$ cat config.mk
export PLATFORM = sky130hd
export DESIGN_NAME = btb_update_ctrl
export DESIGN_NICKNAME = d
export VERILOG_FILES = /design/src/rtl/bp_pkg.sv /design/src/rtl/bp_res_fifo.sv /design/src/rtl/btb_update_ctrl.sv
export SDC_FILE = /design/constraint.sdc
export NUM_CORES = 1
export LEC_CHECK = 0
export ABC_AREA = 1
export CAP_MARGIN = 20
export CORE_MARGIN = 2
export CORE_UTILIZATION = 31
export CTS_CLUSTER_SIZE = 30
export DETAILED_ROUTE_END_ITERATION = 7
export SYNTH_ARGS = -nofsm -noshare
export SYNTH_HDL_FRONTEND = slang
export SYNTH_SLANG_ARGS = --single-unit
export TNS_END_PERCENT = 5
$ cat constraint.sdc
create_clock -name clk -period 6.02 [get_ports clk]
set_clock_uncertainty 0.05 [all_clocks]
set_input_delay 1.505 -clock clk [delete_from_list [all_inputs] [get_ports clk]]
set_output_delay 1.505 -clock clk [all_outputs]
set_load 0.02 [all_outputs]
$ cat src/rtl/bp_pkg.sv
// Shared types and counter helpers for the BTB update controller and its resolution FIFO.
package bp_pkg;

    typedef struct packed {
        logic [31:0] pc;
        logic [31:0] target;
        logic        taken;
    } btb_res_t;

    typedef enum logic [1:0] {
        IDLE  = 2'd0,
        WAIT  = 2'd1,
        WRITE = 2'd2
    } upd_state_e;

    localparam logic [1:0] CTR_WEAK_T = 2'b10;
    localparam logic [1:0] CTR_MAX    = 2'b11;

    // Saturating 2-bit direction counter step.
    function automatic logic [1:0] sat_ctr(input logic [1:0] ctr, input logic taken);
        logic [1:0] res;
        if (taken) begin
            res = (ctr == CTR_MAX) ? CTR_MAX : ctr + 2'd1;
        end else begin
            res = (ctr == 2'b00) ? 2'b00 : ctr - 2'd1;
        end
        return res;
    endfunction

endpackage

$ cat src/rtl/bp_res_fifo.sv
// Resolution-record FIFO with synchronous active-low reset and a synchronous flush that empties it.
module bp_res_fifo
    import bp_pkg::*;
#(
    parameter int DEPTH = 4
) (
    input  logic     clk,
    input  logic     rst,
    input  logic     flush,
    input  logic     push,
    input  btb_res_t din,
    input  logic     pop,
    output btb_res_t dout,
    output logic     empty,
    output logic     full
);
    localparam int AW = $clog2(DEPTH);

    btb_res_t        mem_q [DEPTH];
    logic [AW:0]     wr_ptr_q;
    logic [AW:0]     rd_ptr_q;
    logic [AW:0]     wr_ptr_d;
    logic [AW:0]     rd_ptr_d;

    assign empty = (wr_ptr_q == rd_ptr_q);
    // Pointers carry one wrap bit so full and empty are distinguishable.
    assign full  = (wr_ptr_q[AW] != rd_ptr_q[AW]) &&
                   (wr_ptr_q[AW-1:0] == rd_ptr_q[AW-1:0]);
    assign dout  = mem_q[rd_ptr_q[AW-1:0]];

    assign wr_ptr_d = (push && !full)  ? wr_ptr_q + (AW+1)'(1) : wr_ptr_q;
    assign rd_ptr_d = (pop  && !empty) ? rd_ptr_q + (AW+1)'(1) : rd_ptr_q;

    always_ff @(posedge clk) begin
        if (push && !full) begin
            mem_q[wr_ptr_q[AW-1:0]] <= din;
        end
    end

    always_ff @(posedge clk) begin
        if (!rst || flush) begin
            wr_ptr_q <= '0;
            rd_ptr_q <= '0;
        end else begin
            wr_ptr_q <= wr_ptr_d;
            rd_ptr_q <= rd_ptr_d;
        end
    end

endmodule

$ cat src/rtl/btb_update_ctrl.sv
// Serialises branch resolutions into the BTB via its shared search/write port (search, capture, write).
// Optional statistics counters are enabled by defining BTB_UPD_STATS_EN.
module btb_update_ctrl
    import bp_pkg::*;
#(
    parameter int ENTRIES = 2048,
    parameter int IDX_W   = 11,
    parameter int QDEPTH  = 4
) (
    input  logic             clk,
    input  logic             rst,
    input  logic             res_valid,
    output logic             res_ready,
    input  logic [31:0]      res_pc,
    input  logic [31:0]      res_target,
    input  logic             res_taken,
    input  logic             flush,
    input  logic             fetch_busy,
    output logic             btb_req,
    output logic             btb_we,
    output logic [IDX_W-1:0] btb_idx,
    output logic [31:0]      btb_wtag,
    output logic [31:0]      btb_wtarget,
    output logic [1:0]       btb_wctr,
    input  logic             btb_rhit,
    input  logic [IDX_W-1:0] btb_ridx,
    input  logic [1:0]       btb_rctr,
    input  logic [31:0]      btb_rtarget,
    output logic             busy
`ifdef BTB_UPD_STATS_EN
    ,
    output logic [31:0]      stat_upd,
    output logic [31:0]      stat_alloc,
    output logic [31:0]      stat_stall
`endif
);
    upd_state_e       state_q;
    logic             hit_q;
    logic [IDX_W-1:0] ridx_q;
    logic [1:0]       rctr_q;
    logic [31:0]      rtarget_q;
    logic [IDX_W-1:0] victim_q;
    logic [IDX_W-1:0] victim_d;

    btb_res_t head;
    btb_res_t in_rec;
    logic     q_empty;
    logic     q_full;
    logic     push;
    logic     search_go;
    logic     write_go;
    logic     has_write;
    logic     alloc_go;

    assign in_rec    = '{pc: res_pc, target: res_target, taken: res_taken};
    assign res_ready = !q_full && !flush;
    assign push      = res_valid && res_ready;
    assign busy      = !q_empty || (state_q != IDLE);

    // Port use is qualified by reset so a reset cycle never leaks a partial write.
    assign search_go = rst && !flush && !fetch_busy && (state_q == IDLE) && !q_empty;
    assign write_go  = rst && !flush && !fetch_busy && (state_q == WRITE);
    assign has_write = hit_q || head.taken;
    assign alloc_go  = write_go && !hit_q && head.taken;
    assign victim_d  = !alloc_go ? victim_q :
                       (victim_q == IDX_W'(ENTRIES - 1)) ? '0 : victim_q + IDX_W'(1);

    bp_res_fifo #(.DEPTH(QDEPTH)) u_fifo (
        .clk   (clk),
        .rst   (rst),
        .flush (flush),
        .push  (push),
        .din   (in_rec),
        .pop   (write_go),
        .dout  (head),
        .empty (q_empty),
        .full  (q_full)
    );

    always_comb begin
        btb_req     = 1'b0;
        btb_we      = 1'b0;
        btb_idx     = '0;
        btb_wtag    = '0;
        btb_wtarget = '0;
        btb_wctr    = '0;
        if (search_go) begin
            btb_req  = 1'b1;
            btb_wtag = head.pc;
        end else if (write_go && has_write) begin
            btb_req  = 1'b1;
            btb_we   = 1'b1;
            btb_wtag = head.pc;
            if (hit_q) begin
                btb_idx     = ridx_q;
                btb_wctr    = sat_ctr(rctr_q, head.taken);
                btb_wtarget = head.taken ? head.target : rtarget_q;
            end else begin
                btb_idx     = victim_q;
                btb_wctr    = CTR_WEAK_T;
                btb_wtarget = head.target;
            end
        end
    end

    always_ff @(posedge clk) begin
        if (!rst) begin
            state_q   <= IDLE;
            hit_q     <= 1'b0;
            ridx_q    <= '0;
            rctr_q    <= '0;
            rtarget_q <= '0;
            victim_q  <= '0;
        end else if (flush) begin
            state_q <= IDLE;
        end else begin
            victim_q <= victim_d;
            case (state_q)
                IDLE: begin
                    if (search_go) state_q <= WAIT;
                end
                WAIT: begin
                    hit_q     <= btb_rhit;
                    ridx_q    <= btb_ridx;
                    rctr_q    <= btb_rctr;
                    rtarget_q <= btb_rtarget;
                    state_q   <= WRITE;
                end
                WRITE: begin
                    if (write_go) state_q <= IDLE;
                end
                default: state_q <= IDLE;
            endcase
        end
    end

`ifdef BTB_UPD_STATS_EN
    logic stall_c;
    assign stall_c = rst && !flush && fetch_busy &&
                     (((state_q == IDLE) && !q_empty) || ((state_q == WRITE) && has_write));

    always_ff @(posedge clk) begin
        if (!rst) begin
            stat_upd   <= '0;
            stat_alloc <= '0;
            stat_stall <= '0;
        end else begin
            if (write_go && hit_q) stat_upd <= stat_upd + 32'd1;
            if (alloc_go)          stat_alloc <= stat_alloc + 32'd1;
            if (stall_c)           stat_stall <= stat_stall + 32'd1;
        end
    end
`endif

endmodule

==> impl_metrics.ini <==
[outcome]
run_status = finished, final reports clean

[clocking]
cts_hold_buf = 0
cts_buffer_depth = 3
htreeDepth = 2
root_buffer = clkbuf_16
cts_resized = 0
clk_pin_slew_ns = 0.06
clock_sinks = 327
postCtsSetupRepairBufs = 0
cts_tree = yes
clk_latency_ns = 0.54
cts_inserted_buffers = 39

[yosys]
synth_top_area_cell = edfxtp_1
syn-cell-area_um2 = 13400
synth-seq-cells = 327
postSynthAreaPerCell_um2 = 10.7
yosysTopAreaCellShare_pct = 58.4
synth_area_leaders = edfxtp_1 58%, dfxtp_1 10%, o21ai_0 6.7%, nor2_1 6.7%, a21oi_1 3.9%
syn-num-nets = 1370
ys_seq_area_share_pct = 68.5
syn-instance-count = 1248
ys_warn_count = 0
synthDistinctLibCells = 22

[placement]
hpwl_mm = 21.2
port_buffers = 196
gp_congestion = 0.769

[sta]
slew_headroom_pct = 40.5
hold_viol_final = 0
drv_slew = 0
fmax_mhz = 187
period_minus_slack_ns = 5.34
timing.final.crit_share_pct = 88.7
holdWs_ns = 0.394
finalSetupViolCount = 0
setup-tns-final_ns = 0
max_slew.worst_pin.slew_ns = 0.893
grt_setup_unrepaired = no

[layout]
fin_nets = 1549
fillers = 4162
drive_above_1_share_pct = 6.13
area_growth_pct = 27.9
multi_input_area_um2 = 3580
final-seq-area_um2 = 9160

[floorplan]
dieWidth_um = 212
fp.dieH_um = 212
start_util_pct = 31.2
core_um2 = 42800
die_area_um2 = 44800
rows = 76
ioPinCount = 197

[routing]
detail-route-antenna-nets = 0
vias = 9726
totalWireLength_mm = 36.0
drt_iter0_markers = 662
post_drt_wl_per_cell_um = 18.0
post-route-drc-count = 0
via_per_inst = 4.86
drt-pass1-iter-count = 5

[critical_path]
rrSetupSlack_ns = 3.26
crit_type = in -> out
cp-startpoint = fetch_busy
required_ns = 4.47
cp-start-kind = input port
path_max_fanout = 29
critPathCaptureType = output pin
r2r-start = u_fifo.wr_ptr_q[0]
worstPathArrival_ns = 3.78

[grt]
grt_start_max_net_pins = 75
overflow = 0
grt_usage_pct = 16.1
antenna_found_initial = 7
grt_pass1_vias = 9592
grt_pass1_wl_mm = 54.9

[power]
power.density_nw_per_um2 = 285
leakage_uw = 0.00587
max-vdd-ir-drop_mv = 0.195

[job]
max-cap-violations = 0

[min_path]
worstHoldStart = ridx_q[4]
min-delay-path-class = reg -> reg
layout make-up:
cell class                 instances  area share [%]
multi-input combinational        761            21.0
timing repair buffer             215            12.6
antenna                            4          0.0585
clock buffer                      48            6.27
inverter                          83            1.84
tap                              546            4.00
sequential                       327            53.5
clock inverter                    19           0.754
registers in the layout, summed over array words and instances (netlist names), named ones only:
register,count
u_fifo.wr_ptr_q,3
u_fifo.rd_ptr_q,3
rtarget_q,32
u_fifo.mem_q,260
state_q,2
rctr_q,2
victim_q,11
hit_q,1
ridx_q,11
kinds of logic (layout without fill, tap and decap cells):
logic type,Yosys count,count (layout),share of synthesized area (%)
buf+inv,160,365,5.09
simple gates,404,404,11.7
other cells,0,4,0
flops,327,327,68.5
compound gates,347,347,13.9
xor+xnor,4,4,0.262
fa+ha+maj,6,6,0.562
worst paths after layout:
| kind | cells after the start | end |
|---|---|---|
| min reg2reg | 2 | ridx_q[4] |
| max reg2reg | 7 | u_fifo.mem_q[2][1] |
| max | 8 | btb_wtarget[31] |
| min | 2 | ridx_q[4] |
placed cells by master (no fill, tap or decap), types with 3 or more instances in the layout:
cell type and instances:
edfxtp_1 260, nor2_1 234, clkdlybuf4s50_1 195, o21ai_0 180, nand2_1 132, a21oi_1 103, inv_1 79, dfxtp_1 65
clkbuf_16 41, o22ai_1 32, a22oi_1 32, nand3_1 23, buf_4 15, clkinv_2 7, clkinv_1 7, ha_1 6
clkbuf_1 5, diode_2 4, nor2_4 4, xor2_1 4, clkinv_4 4, buf_12 4, nor3_1 3, nand4_1 3
layer usage:
layer,global-route usage (%),share of wire [%]
met5,0,0.069
met4,5.56,2.2
met3,4.36,7.1
met1,20.6,43
met2,26.4,47
worst max-delay path, stage by stage:
cell	delay (ns)
clkdlybuf4s50_1	0.44
inv_1	0.07
nand3_1	0.11
nor2_1	0.34
nand2_4	0.07
buf_4	0.26
a21oi_1	0.30
clkdlybuf4s50_1	0.66
power breakdown:
part | switching (uW) | internal, uW | leakage, uW
Sequential | 8.21 | 2470 | 0.00290
Clock | 908 | 1300 | 0.000591
Combinational | 92.5 | 92.5 | 0.00238
Total | 1010 | 3870 | 0.00587
metrics by stage:
step           setup slack, ns  instance area, um2  utilization (%)  power, uW  cells
2_1_floorplan            0.868               13400                -       2590   1248
3_3_place_gp             0.670               15900             37.1       2710   1932
3_5_place_dp             0.680               15900             37.1       2710   1932
4_1_cts                  0.665               17100             39.9       4950   1999
5_1_grt                  0.420               17100             39.9       5050   2000
6_report                 0.682               17100             40.0       4880   2003
Yosys cell counts (all sizes together):
master	number
clkbuf	43
nor3	3
a21oi	103
buf	34
o21ai	180
nand4	3
xor2	4
o22ai	32
inv	82
nand3b	1
a22oi	32
clkinv	1
nand3	24
edfxtp	260
dfxtp	67
nand2	135
nor2	238
ha	6
(Power assumes the default switching activity.)
